==> src/rtl/imem_loader.sv <==
// imem_loader: boot-time instruction memory loader.
//
// Takes a little-endian byte stream, packs it into WIDTH-bit instruction
// words, and writes each word to instruction memory at
// BASE_ADDR + 4*word_index. The CPU is held in reset (cpu_rst=1) until a
// load finishes without being rejected.
//
// Ports:
//   clk          single clock, rising edge
//   rst          asynchronous active-low reset
//   start        one-cycle pulse, accepted in IDLE or DONE only
//   len[15:0]    word count, sampled on an accepted start
//   byte_valid   byte_data is valid
//   byte_data    program byte stream
//   byte_ready   a byte is taken when byte_valid && byte_ready
//   mem_we       one-cycle write strobe per assembled word
//   mem_addr     word-aligned byte address of the write
//   mem_wdata    assembled instruction word
//   cpu_rst      core reset hold, released only after a clean load
//   busy         load in progress
//   done         last load completed (sticky until next start)
//   err          last start rejected for len > DEPTH (sticky)
module imem_loader #(
  parameter int               WIDTH     = 32,
  parameter int               DEPTH     = 256,
  parameter logic [WIDTH-1:0] BASE_ADDR = '0
) (
  input  logic             clk,
  input  logic             rst,
  input  logic             start,
  input  logic [15:0]      len,
  input  logic             byte_valid,
  input  logic [7:0]       byte_data,
  output logic             byte_ready,
  output logic             mem_we,
  output logic [WIDTH-1:0] mem_addr,
  output logic [WIDTH-1:0] mem_wdata,
  output logic             cpu_rst,
  output logic             busy,
  output logic             done,
  output logic             err
);

  typedef enum logic [1:0] {IDLE, ASSEMBLE, WRITE, DONE} state_t;

  state_t      state, state_nxt;
  logic [15:0] len_q;
  logic [15:0] word_idx;
  logic [1:0]  byte_cnt;
  logic [23:0] part;
  logic        err_q;

  logic        start_ok;
  logic        len_zero;
  logic        len_over;
  logic        byte_take;
  logic        last_word;
  logic [WIDTH-1:0] word_off;

  assign start_ok  = start && ((state == IDLE) || (state == DONE));
  assign len_zero  = (len == 16'd0);
  assign len_over  = ({1'b0, len} > 17'(DEPTH));
  assign byte_take = byte_valid && (state == ASSEMBLE);
  // len_q >= 1 whenever this is consulted (only in WRITE).
  assign last_word = (word_idx == (len_q - 16'd1));
  assign word_off  = WIDTH'({word_idx, 2'b00});

  always_ff @(posedge clk or negedge rst) begin
    if (!rst) begin
      state <= IDLE;
    end else begin
      state <= state_nxt;
    end
  end

  always_comb begin
    state_nxt  = state;
    byte_ready = 1'b0;
    mem_we     = 1'b0;
    busy       = 1'b0;
    done       = 1'b0;
    cpu_rst    = 1'b1;
    err        = err_q;
    case (state)
      IDLE: begin
        if (start) state_nxt = (len_zero || len_over) ? DONE : ASSEMBLE;
      end
      ASSEMBLE: begin
        byte_ready = 1'b1;
        busy       = 1'b1;
        if (byte_valid && (byte_cnt == 2'd3)) state_nxt = WRITE;
      end
      WRITE: begin
        mem_we    = 1'b1;
        busy      = 1'b1;
        state_nxt = last_word ? DONE : ASSEMBLE;
      end
      DONE: begin
        done    = 1'b1;
        // A rejected load leaves no valid program, so the core stays held.
        cpu_rst = err_q;
        if (start) state_nxt = (len_zero || len_over) ? DONE : ASSEMBLE;
      end
      default: state_nxt = IDLE;
    endcase
  end

  always_ff @(posedge clk or negedge rst) begin
    if (!rst) begin
      len_q     <= '0;
      word_idx  <= '0;
      byte_cnt  <= '0;
      part      <= '0;
      err_q     <= 1'b0;
      mem_addr  <= '0;
      mem_wdata <= '0;
    end else begin
      if (start_ok) begin
        len_q    <= len;
        word_idx <= '0;
        byte_cnt <= '0;
        err_q    <= len_over;
      end
      if (byte_take) begin
        byte_cnt <= byte_cnt + 2'd1;
        case (byte_cnt)
          2'd0: part[7:0]   <= byte_data;
          2'd1: part[15:8]  <= byte_data;
          2'd2: part[23:16] <= byte_data;
          default: begin
            // Fourth byte completes the word: present it for the WRITE cycle.
            mem_wdata <= WIDTH'({byte_data, part});
            mem_addr  <= BASE_ADDR + word_off;
          end
        endcase
      end
      if ((state == WRITE) && !last_word) begin
        word_idx <= word_idx + 16'd1;
      end
    end
  end

endmodule

==> config.mk <==
export PLATFORM = sky130hd
export DESIGN_NAME = imem_loader
export DESIGN_NICKNAME = d
export VERILOG_FILES = /design/src/rtl/imem_loader.sv
export SDC_FILE = /design/constraint.sdc
export NUM_CORES = 1
export LEC_CHECK = 0
export BUFFER_PORTS_ARGS = -buffer_cell sky130_fd_sc_hd__buf_2
export CAP_MARGIN = 10
export CORE_ASPECT_RATIO = 1.1
export CORE_MARGIN = 8
export CORE_UTILIZATION = 25
export DETAILED_ROUTE_END_ITERATION = 8
export GPL_TIMING_DRIVEN = 0
export SYNTH_ARGS = -nofsm -noshare
export SYNTH_HDL_FRONTEND = slang
export SYNTH_SLANG_ARGS = --single-unit
==> constraint.sdc <==
create_clock -name clk -period 6 [get_ports clk]
set_input_delay 0.3 -clock clk [delete_from_list [all_inputs] [get_ports clk]]
set_output_delay 0.3 -clock clk [all_outputs]
set_load 0.01 [all_outputs]
## Word-level counts from Yosys, hierarchy flattened

Cells that the tools add are included.

- Reduce and logical (&&, ||, !) cells: 20
- Add/sub/neg operators: 3
- Magnitude comparators: 1
- Bitwise operators: 1
- Muxes and demuxes: 14
- Eq/ne operators: 9

Operator list:

| kind | number |
|---|---|
| 2-to-1 mux 16 bit | 2 |
| adder 16 x 1 -> 16 bit, second input constant | 1 |
| == test 16 bit | 1 |
| > comparator 16 x 9 -> 1 bit, second input constant | 1 |
| zero test 16 bit | 1 |
| subtractor 16 x 1 -> 16 bit, second input constant | 1 |
| 2-to-1 mux 2 bit | 6 |
| AND reduction 2 bit | 5 |
| == test 2 bit, second input constant | 4 |
| case mux 2 bit (3 select lines) | 1 |
| 2-to-1 mux 1 bit | 5 |
| == test 2 x 1 -> 1 bit, second input constant | 2 |
| logical AND 1 bit | 4 |
| zero test 2 bit | 2 |
| != test 2 x 1 -> 1 bit, second input constant | 2 |
| nonzero test 2 bit | 2 |
| OR reduction 2 bit | 2 |
| OR reduction 3 bit | 1 |
| adder 2 x 1 -> 2 bit, second input constant | 1 |
| logical OR 1 bit | 2 |
| zero test 1 bit | 1 |
| NOT 1 bit | 1 |

- Word-level logic and storage cells: 58
- Output and inout port bits: 70
- Register bits after elaboration: 109
- Bits of input ports: 28

## Logic depth before layout (Yosys ltp)

Gate-level depths: netlist of the first run.

- Word-level depth: 5
- Mapped depth: 10

## Worst setup path after synthesis of the first run

OpenSTA, ideal clock, no wires.

- Path type: register -> register
- Start point: register len_q[0]
- End point: register word_idx[12]
- Arrival: 2.796 ns
- Buffers on the path: 1
- Required time: 5.874 ns
- Library setup time: 0.126 ns
- Path slack: 3.078 ns
- Clock period less this slack: 2.922 ns
- Cell stages (with the launch flop): 11
- Cells stage by stage: dfrtp_1 > inv_1 > ha_1 > or4b_4 > a2111oi_2 > o211ai_1 > a2111o_1 > o41ai_4 > buf_6 > nor3_1 > a221o_1

- Longest elaborated chain between the ends: 5
- Elaborated cells between the ends (all ways): 6
- Those cells by class: add/sub: 1; eq/ne: 1; mux: 1; reduce/logical: 3

Ends and longest elaborated chain:

| what | RTL line | source |
|---|---|---|
| start, declared | 47 | `logic [15:0] len_q;` |
| start signal, assigned | 119 | `len_q <= len;` |
| subtractor 16 x 1 -> 16 bit (*) | 65 | `assign last_word = (word_idx == (len_q - 16'd1));` |
| == test 16 bit (*) | 65 |  |
| zero test 1 bit (*) | 137 | `if ((state == WRITE) && !last_word) begin` |
| logical AND 1 bit (*) | 137 |  |
| 2-to-1 mux 16 bit or nonzero test 2 bit (tied branches) | n/a |  |
| end signal, assigned | 138 | `word_idx <= word_idx + 16'd1;` |
| end, declared | 48 | `logic [15:0] word_idx;` |

Mark *: on every way between the ends. The rest lies on a longest branch, timed or not.
A chain may end at the register's enable or synchronous reset.

## Worst setup path in the final report of the first run

- Start point: register len_q[0]
- End point: register word_idx[8]

The elaborated chain is that of the path after synthesis.

==> reports/metrics.sh, run 1 <==
MOSTFREQUENTLAYOUTCELL='sky130_fd_sc_hd__dfrtp_1'
TRITONCTS='done'
WORST-ENDPOINT-REQUIRED_NS=6.25
DIE_AREA_UM2=26500
POWER.SWITCHING_FRACTION_PCT=35.8
FINAL_CELL_AREA_UM2=6550
INITIAL_UTILIZATION_PCT=25.3
REMAINING_DRC_ERRORS=0
PIN_COUNT=98
ANTENNA_FOUND_INITIAL=1
ROUTED_WIRELENGTH_UM=13400
GRT_FIRST_PASS_WIRELENGTH_UM=22000
CLOCK_TREE.HTREE_LEVEL_COUNT=3
TIMING.RR.END='word_idx[8]$_DFFE_PN0P_'
FIRSTDRTPASSITERS=4
POST_SYNTH_NUM_CELL_TYPES=58
FINAL_PERIOD_MINUS_WORST_SETUP_SLACK_NS=3.39
GRT_START_MAX_NET_PINS=71
FIN_NETS=599
CORE_UM2=21200
POSTSYNTH.ASYNCRESETSHARE_PCT=100
MAX_FREQ_MHz=295
POST_ROUTE_CELLS_DRIVE_ABOVE_1_SHARE_PCT=37.7
MIN_PATH_CELLS=3
FINALWEIGHTEDCONGESTION=0.793
FLOW.AREA_GROWTH_FROM_SYNTHESIS_PCT=21.7
DRV_CAP=0
TRACK_USAGE_PCT=10.5
WORSTPATHARRIVAL_NS=3.63
ANTENNADIODECOUNT=0
ENDPOINT_KIND='flop'
WARNING_COUNT_FROM_THE_YOSYS_RUN=0
ROOT_BUFFER='sky130_fd_sc_hd__clkbuf_16'
DP_HPWL_UM=10100
TIMING.RR.START='len_q[0]$_DFFE_PN0P_'
NUMBER_OF_FLOPS_MAPPED_TO_ENABLE_CELLS_BY_YOSYS=0
CLOCK_LATENCY_NS=0.36
CRITPATHKIND='flop to flop'
VIA_COUNT=3803
TOTAL_LEAKAGE_POWER_nW=3.05
LAYOUT_COMMON_CELLS='109 x sky130_fd_sc_hd__dfrtp_1, 86 x sky130_fd_sc_hd__buf_2, 82 x sky130_fd_sc_hd__mux2_2, 26 x sky130_fd_sc_hd__nand2_1, 18 x sky130_fd_sc_hd__buf_4'
HOLD_VIOL_FINAL=0
MIN-DELAY-START='len[12]'
PATH_BUF_INV=2
POSTSYNTHAREAPERCELL_UM2=11.9
CRIT_SLOWEST_CELL='sky130_fd_sc_hd__nor4b_1'
GRT-OVFL-TOTAL=0
POWER.SHARE.SEQUENTIAL_PCT=42.3
SETUP-VIOLATIONS-FINAL=0
POST_DRT_WL_PER_CELL_UM=15.6
VIAS_PER_CELL=4.44
TIGHTEST_SLEW_NS=0.726
POWER_DENSITY_nW_PER_UM2=414
CRITICAL-PATH-TOP-DELAY-FAMILY='compound AO/OA/AOI/OAI gates'
POST-ROUTE-PERIOD-UTIL_PCT=56.5
YS_FF_LATCH=109
ANTENNA_VIOLATING_NETS_POST_ROUTE=0
FINAL_SETUP_TNS_NS=0
SLEW_LIMIT_HEADROOM_PCT=50.9
DRT_FIRST_ITER_VIOLATIONS=206
CLKSINKCOUNT=109
INTERNAL_POWER_mW=1.74
SYNTH_SEQUENTIAL_AREA_RATIO_PCT=50.7
START_KIND='flop'
MAX-VDD-IR-DROP_mV=0.201
DPL-INSTANCE-AREA_UM2=6230
SWITCHING_POWER_uW=969
COUNT_OF_FINAL_MAX_SLEW_CHECK_FAILURES=0
RSZ_0062_RAISED_AFTER_GLOBAL_ROUTING='no'
SYN_INST=453
DIE_WIDTH_UM=156
CTS.PATH.MAX_BUFFERS=2
CP_SLOWEST_STAGE_DELAY_NS=0.63
PORT-BUFFER-COUNT=81
WORSTPATHMAXFANOUT=10
CRIT_PATH_CELL_TRACE='inv_1 > ha_1 > nor4b_1 > nand4_1 > a211oi_1 > nor4b_2 > o41ai_4 > buf_6 > nor3b_1 > a221o_1'
OUTCOME='completed'
SETUP_SLACK_ON_THE_WORST_FLOP_TO_FLOP_PATH_NS=2.61
HP-CLASS='input pin to flop'
PWR-SHARE-COMB_PCT=35.6
DIE_H_UM=170
WORSTREGTOREGCELLS=10
CLK_TRANSITION_REPORTED_PATHS_NS=0.08
GRT_PASS1_VIAS=3999
CLOCK-SKEW-FINAL_NS=0.0107
CP_NUM_CELLS=10
POST_SYNTH_INSTANCE_AREA_UM2=5380
WORSTHOLDENDPOINT='len_q[12]$_DFFE_PN0P_'
POWER.CLOCK.FRACTION_PCT=22.1
CTS-BUFFERS-INSERTED=9
COMMONEST_REGISTER_CELL_AFTER_SYNTHESIS='sky130_fd_sc_hd__dfrtp_1'
FLOORPLAN.ROWS=56
Yosys cell counts (all sizes together), types with 3 or more instances:
| cell | count | area (um2) |
|---|---|---|
| buf | 32 | 206 |
| a21o | 3 | 22.5 |
| o21ai | 19 | 95.1 |
| clkbuf | 10 | 37.5 |
| inv | 13 | 48.8 |
| nand3 | 10 | 50.1 |
| nor4b | 5 | 50.0 |
| a211o | 5 | 43.8 |
| o211ai | 3 | 22.5 |
| xnor2 | 14 | 123 |
| or4 | 7 | 52.6 |
| or3 | 5 | 31.3 |
| nand2b | 5 | 31.3 |
| mux2 | 82 | 923 |
| nand4 | 4 | 25.0 |
| xor2 | 6 | 52.6 |
| nor3b | 9 | 67.6 |
| nand2 | 26 | 97.6 |
| and2 | 4 | 25.0 |
| nor4 | 9 | 71.3 |
| nor2 | 12 | 45.0 |
| nor3 | 12 | 65.1 |
| ha | 9 | 113 |
| dfrtp | 109 | 2730 |
| a21oi | 7 | 35.0 |
power by group through the flow:
stage | Clock [mW] | Sequential, mW | Combinational (mW)
2_1_floorplan | 0 | 1.16 | 0.637
3_3_place_gp | 0 | 1.15 | 0.956
3_5_place_dp | 0 | 1.16 | 0.975
4_1_cts | 0.620 | 1.15 | 0.981
5_1_grt | 0.650 | 1.18 | 1.08
6_report | 0.600 | 1.15 | 0.965
flip-flops by register name (all words and copies together), names as in the netlist:
register and cells:
mem_wdata 32, part 24, len_q 16, mem_addr 16, word_idx 16, byte_cnt 2, state 2, err 1
final cells by class:
| cell class | instances | area [um2] |
|---|---|---|
| Inverter | 13 | 48.8 |
| Clock buffer | 9 | 225 |
| Timing Repair Buffer | 83 | 445 |
| Fill cell | 2187 | 14700 |
| Tap cell | 290 | 363 |
| Clock inverter | 7 | 75.1 |
| Multi-Input combinational cell | 304 | 2420 |
| Buffer | 42 | 244 |
| Sequential cell | 109 | 2730 |
kinds of logic after synthesis:
kind of cell	share of synthesized area (%)
other	0.0697
adders and majority gates	2.09
xor gates and xnor gates	3.67
AOI/OAI and AO/OA	8.28
and+or+nand+nor	12.4
muxes	17.3
DFF	50.7
buffers and inverters	5.44
worst register-to-register path, cell delays in order, from the launching register on:
cell and delay (ns):
sky130_fd_sc_hd__dfrtp_1 0.46, sky130_fd_sc_hd__inv_1 0.11, sky130_fd_sc_hd__ha_1 0.27, sky130_fd_sc_hd__nor4b_1 0.63, sky130_fd_sc_hd__nand4_1 0.24, sky130_fd_sc_hd__a211oi_1 0.34, sky130_fd_sc_hd__nor4b_2 0.12, sky130_fd_sc_hd__o41ai_4 0.56
sky130_fd_sc_hd__buf_6 0.22, sky130_fd_sc_hd__nor3b_1 0.06, sky130_fd_sc_hd__a221o_1 0.26
routing by layer:
layer,GRT usage [%],share of wire [%]
met2,17.3,49
met3,3.88,7.0
met4,2.83,0.76
met5,0,0.075
met1,12.6,43
worst max path at each step:
stage	from	endpoint	slack, ns
6_report	len_q[0]$_DFFE_PN0P_	word_idx[8]$_DFFE_PN0P_	2.61
5_1_grt	len_q[0]$_DFFE_PN0P_	word_idx[14]$_DFFE_PN0P_	2.33
4_1_cts	len_q[0]$_DFFE_PN0P_	word_idx[14]$_DFFE_PN0P_	2.60
3_5_place_dp	len_q[0]$_DFFE_PN0P_	word_idx[12]$_DFFE_PN0P_	2.66
3_3_place_gp	len_q[0]$_DFFE_PN0P_	word_idx[6]$_DFFE_PN0P_	2.61
2_1_floorplan	len_q[0]$_DFFE_PN0P_	word_idx[12]$_DFFE_PN0P_	3.08
metrics by stage:
step	hold slack (ns)	total power, mW	setup slack [ns]	utilization, %	cells
finish	0.182	2.71	2.61	30.8	857
global route	0.185	2.91	2.33	30.8	857
CTS	0.166	2.75	2.60	30.8	857
floorplan	0.00441	1.80	3.08	-	468
global placement	0.463	2.10	2.61	29.2	839
detailed placement	0.324	2.14	2.66	29.4	840
what timing repair did:
| action | CTS | global route |
|---|---|---|
| hold buffers | 1 | 0 |
| hold endpoints to repair | 39 | 0 |
| gates resized for setup | 0 | 0 |
| setup buffers | 0 | 0 |
(Power assumes the default switching activity.)
==> run 2, diff against run 1 <==
--- a/config.mk
+++ b/config.mk
@@ -5,6 +5,7 @@
 export SDC_FILE = /design/constraint.sdc
 export NUM_CORES = 1
 export LEC_CHECK = 0
+export ABC_AREA = 1
 export BUFFER_PORTS_ARGS = -buffer_cell sky130_fd_sc_hd__buf_2
 export CAP_MARGIN = 10
 export CORE_ASPECT_RATIO = 1.1
==> constraint.sdc (replaced) <==
create_clock -name clk -period 3.4 [get_ports clk]
set_input_delay 0.17 -clock clk [delete_from_list [all_inputs] [get_ports clk]]
set_output_delay 0.17 -clock clk [all_outputs]
set_load 0.01 [all_outputs]
==> reports/metrics.sh, run 2 <==
POWER_DENSITY_nW_PER_UM2=681  # was 414 nW/um2
PLACE_INST=1003  # was 840
VIAS_PER_CELL=4.22  # was 4.44
ROUTED_WIRELENGTH_UM=14300  # was 13400 um
SYNTH.TOP_CELL.AREA_SHARE_PCT=50.5  # was 50.7%
POST_DRT_WL_PER_CELL_UM=14.0  # was 15.6 um
FLOW.AREA_GROWTH_FROM_SYNTHESIS_PCT=21.4  # was 21.7%
PLACE_WS_NS=1.09  # was 2.66 ns
SETUP-VIOLATIONS-FINAL=0  # unchanged
TRACK_USAGE_PCT=11.1  # was 10.5%
REMAINING_DRC_ERRORS=0  # unchanged
FF_LATCH_AREA_UM2=2730  # unchanged
FINAL_PERIOD_MINUS_WORST_SETUP_SLACK_NS=2.30  # was 3.39 ns
GRT_FIRST_PASS_WIRELENGTH_UM=23400  # was 22000 um
MOSTFREQUENTLAYOUTCELL='sky130_fd_sc_hd__nand2_1'  # was sky130_fd_sc_hd__dfrtp_1
MUX_CONTRIBUTION_TO_SYNTHESIZED_AREA_PCT=5.84  # was 17.3%
NUMBER_OF_FLOPS_MAPPED_TO_ENABLE_CELLS_BY_YOSYS=0  # unchanged
TIGHTEST_SLEW_NS=0.850  # was 0.726 ns
DIE_WIDTH_UM=156  # about the same
POSTSYNTH.ASYNCRESETSHARE_PCT=100  # unchanged
ENDPOINT_KIND='flop'  # unchanged
VIA_COUNT=4308  # was 3803
DRV_CAP=0  # unchanged
CLK_TRANSITION_REPORTED_PATHS_NS=0.08  # about the same
PORT-BUFFER-COUNT=81  # unchanged
POSTSYNTHAREAPERCELL_UM2=8.77  # was 11.9 um2
FIRSTDRTPASSITERS=4  # unchanged
FINALWEIGHTEDCONGESTION=0.802  # was 0.793
FINALCOREUTILIZATION_PCT=30.8  # about the same
COUNT_OF_FINAL_MAX_SLEW_CHECK_FAILURES=0  # unchanged
POST_ROUTE_CELLS_DRIVE_ABOVE_1_SHARE_PCT=23.4  # was 37.7%
ANTENNA_FOUND_INITIAL=1  # unchanged
MOST_FREQUENT_CELL_AFTER_SYNTHESIS='sky130_fd_sc_hd__nand2_1'  # was sky130_fd_sc_hd__dfrtp_1
DIE_H_UM=170  # about the same
CLOCK-SKEW-FINAL_NS=0.0130  # was 0.0107 ns
INITIAL_UTILIZATION_PCT=25.4  # was 25.3%
START_KIND='flop'  # unchanged
LAYOUT_TOP_REGISTERS='mem_wdata: 32 flops, part: 24 flops'  # unchanged
LARGEST_REGISTER_FFS=32  # unchanged
MAX-VDD-IR-DROP_mV=0.285  # was 0.201 mV
WORSTPATHARRIVAL_NS=2.59  # was 3.63 ns
DOMINANT_COMBINATIONAL_CELL_FAMILY_BY_AREA_AFTER_SYNTHESIS='simple AND/OR/NAND/NOR gates'  # was multiplexers
ANTENNADIODECOUNT=0  # unchanged
CTS_SETUP_BUFFERS=0  # unchanged
COMMONEST_REGISTER_CELL_AFTER_SYNTHESIS='sky130_fd_sc_hd__dfrtp_1'  # unchanged
POST_SYNTH_SIMPLE_GATE_AREA_PCT=22.9  # was 12.4%
YS_TOP_CELLS_BY_AREA='sky130_fd_sc_hd__dfrtp_1 50%, sky130_fd_sc_hd__nand2_1 11%, sky130_fd_sc_hd__o21ai_0 6.4%'  # was sky130_fd_sc_hd__dfrtp_1 51%, sky130_fd_sc_hd__mux2_2 17%, sky130_fd_sc_hd__buf_4 2.4%
REPORT.POWER.TOTAL_mW=4.46  # was 2.71 mW
N_FILL_CELL=2264  # was 2187
OUTCOME='completed'  # unchanged
GRT_START_MAX_NET_PINS=63  # was 71
SYNTH_AREA_IN_XOR_XNOR_PCT=2.92  # was 3.67%
SYNTH_SEQUENTIAL_AREA_RATIO_PCT=50.5  # was 50.7%
ANTENNA_VIOLATING_NETS_POST_ROUTE=0  # unchanged
TOTAL_LEAKAGE_POWER_nW=3.41  # was 3.05 nW
SYNTH-ADDER-AREA-SHARE_PCT=2.08  # was 2.09%
TRITONCTS='done'  # unchanged
MAX_FREQ_MHz=436  # was 295 MHz
FIN_NETS=762  # was 599
SYNTH_TOP_CELLS_BY_COUNT='152 x sky130_fd_sc_hd__nand2_1, 109 x sky130_fd_sc_hd__dfrtp_1, 69 x sky130_fd_sc_hd__o21ai_0'  # was 109 x sky130_fd_sc_hd__dfrtp_1, 82 x sky130_fd_sc_hd__mux2_2, 26 x sky130_fd_sc_hd__nand2_1
FLOORPLAN.ROWS=56  # unchanged
DP_HPWL_UM=10900  # was 10100 um
HOLD_VIOL_FINAL=0  # unchanged
CLOCK_LATENCY_NS=0.36  # about the same
WARNING_COUNT_FROM_THE_YOSYS_RUN=0  # unchanged
CTS-BUFFERS-INSERTED=9  # unchanged
CORE_UM2=21300  # was 21200 um2
GRT-OVFL-TOTAL=0  # unchanged
DRT_FIRST_ITER_VIOLATIONS=232  # was 206
WORSTPATHMAXFANOUT=10  # unchanged
POST-ROUTE-PERIOD-UTIL_PCT=67.5  # was 56.5%
POST_SYNTH_INSTANCE_AREA_UM2=5400  # was 5380 um2
YS_FF_LATCH=109  # unchanged
DIE_AREA_UM2=26600  # was 26500 um2
CTS.PATH.MAX_BUFFERS=2  # unchanged
PIN_COUNT=98  # unchanged
CLOCK_TREE.HTREE_LEVEL_COUNT=3  # unchanged
MULTIINPUTGATEAREA_UM2=2270  # was 2420 um2
ROOT_BUFFER='sky130_fd_sc_hd__clkbuf_16'  # unchanged
TIMING.FINAL.WS_SETUP_NS=1.10  # was 2.61 ns
SLEW_LIMIT_HEADROOM_PCT=43.3  # was 50.9%
POST_CTS_RESIZE_COUNT=0  # unchanged
LAYOUT_COMMON_CELLS='152 x sky130_fd_sc_hd__nand2_1, 109 x sky130_fd_sc_hd__dfrtp_1, 85 x sky130_fd_sc_hd__buf_2, 69 x sky130_fd_sc_hd__o21ai_0, 65 x sky130_fd_sc_hd__inv_1'  # was 109 x sky130_fd_sc_hd__dfrtp_1, 86 x sky130_fd_sc_hd__buf_2, 82 x sky130_fd_sc_hd__mux2_2, 26 x sky130_fd_sc_hd__nand2_1, 18 x sky130_fd_sc_hd__buf_4
GRT_PASS1_VIAS=4487  # was 3999
RSZ_0062_RAISED_AFTER_GLOBAL_ROUTING='no'  # unchanged
HP-CLASS='input pin to flop'  # unchanged
CLKSINKCOUNT=109  # unchanged
SYNTHDOMINANTAREACELLTYPE='sky130_fd_sc_hd__dfrtp_1'  # unchanged
SYN_INST=616  # was 453
LARGEST_REGISTER='mem_wdata'  # unchanged
WORST-ENDPOINT-REQUIRED_NS=3.69  # was 6.25 ns
POST_LAYOUT_NONFILLER_INSTANCES=1020  # was 857
FINAL_SETUP_TNS_NS=0  # unchanged
SYNTH-COMPOUND-AREA-SHARE_PCT=7.09  # was 8.28%
CRITPATHKIND='flop to flop'  # unchanged
POST_SYNTH_NUM_CELL_TYPES=32  # was 58
run 2: cell count changes after synthesis, moves of 8 or more:
cell,before,now
sky130_fd_sc_hd__nor3b_1,9,0
sky130_fd_sc_hd__nand3_1,10,38
sky130_fd_sc_hd__nor3_1,11,3
sky130_fd_sc_hd__nand2_1,26,152
sky130_fd_sc_hd__nor2_1,12,33
sky130_fd_sc_hd__o21ai_0,16,69
sky130_fd_sc_hd__nand4_1,4,16
sky130_fd_sc_hd__inv_1,13,65
sky130_fd_sc_hd__mux2_2,82,28
run 2: stage by stage:
step	cell area, um2	hold slack [ns]
2_1_floorplan	5460	-0.126
3_3_place_gp	6230	0.453
5_1_grt	6560	0.106
6_report	6560	0.0919
3_5_place_dp	6260	0.333
4_1_cts	6560	0.0799
run 2: critical path, stage by stage (launching register included):
cell and delay (ns):
sky130_fd_sc_hd__dfrtp_1 0.42, sky130_fd_sc_hd__inv_1 0.14, sky130_fd_sc_hd__ha_1 0.25, sky130_fd_sc_hd__nand2_2 0.10, sky130_fd_sc_hd__nor2_2 0.14, sky130_fd_sc_hd__nand2_1 0.12
sky130_fd_sc_hd__o21bai_1 0.15, sky130_fd_sc_hd__nand3_1 0.12, sky130_fd_sc_hd__nor2_4 0.17, sky130_fd_sc_hd__nand3_4 0.17, sky130_fd_sc_hd__nand2_4 0.16, sky130_fd_sc_hd__buf_6 0.16
sky130_fd_sc_hd__nand3_1 0.08, sky130_fd_sc_hd__nand2_1 0.06
run 2: power by group:
part / total [mW] / internal (mW) / switching (mW) / leakage [nW]
sequential: 1.90 / 1.62 / 0.279 / 1.46
combinational: 1.52 / 0.584 / 0.936 / 1.81
clock: 1.05 / 0.519 / 0.527 / 0.143
total: 4.46 / 2.72 / 1.74 / 3.41
run 2: timing repair:
item / in CTS / in global routing
hold buffers: 1 / 0
hold endpoints to repair: 61 / 0
endpoints found under the setup margin: 0 / 0
run 2: layout make-up:
type	instances	area share, %
Buffer	36	3.19
Clock buffer	10	3.49
Clock inverter	6	0.954
Inverter	68	3.89
Multi-Input combinational cell	418	34.6
Sequential cell	109	41.6
Tap cell	290	5.53
Timing Repair Buffer	83	6.79
run 2: per-layer routing:
| metal | track usage [%] | vias up | part of all wire, % |
|---|---|---|---|
| li1 | - | 2167 | - |
| met1 | 13.3 | 2024 | 44 |
| met2 | 18.6 | 97 | 48 |
| met3 | 3.35 | 18 | 5.6 |
| met4 | 4.06 | 2 | 2.0 |
| met5 | 0 | - | 0.091 |
run 2: cell families (layout without fill, tap and decap cells):
group / after synthesis / count (layout)
simple gates: 271 / 271
flops: 109 / 109
buf+inv: 104 / 203
compound gates: 76 / 76
mux: 28 / 28
xor+xnor: 18 / 18
fa+ha+maj: 9 / 9
other cells: 1 / 16
run 2: worst paths after layout:
kind	end	slack, ns	depth (start not counted)	startpoint
worst max-delay path	word_idx[13]$_DFFE_PN0P_	1.10	13	len_q[0]$_DFFE_PN0P_
worst min-delay path	len_q[4]$_DFFE_PN0P_	0.09	3	len[4]
worst max register to register	word_idx[13]$_DFFE_PN0P_	1.10	13	len_q[0]$_DFFE_PN0P_
worst min register to register	part[19]$_DFFE_PN0P_	0.48	2	part[19]$_DFFE_PN0P_
max in group asynchronous	mem_addr[8]$_DFFE_PN0P_	2.21	3	rst
min in group asynchronous	mem_wdata[31]$_DFFE_PN0P_	0.46	2	rst
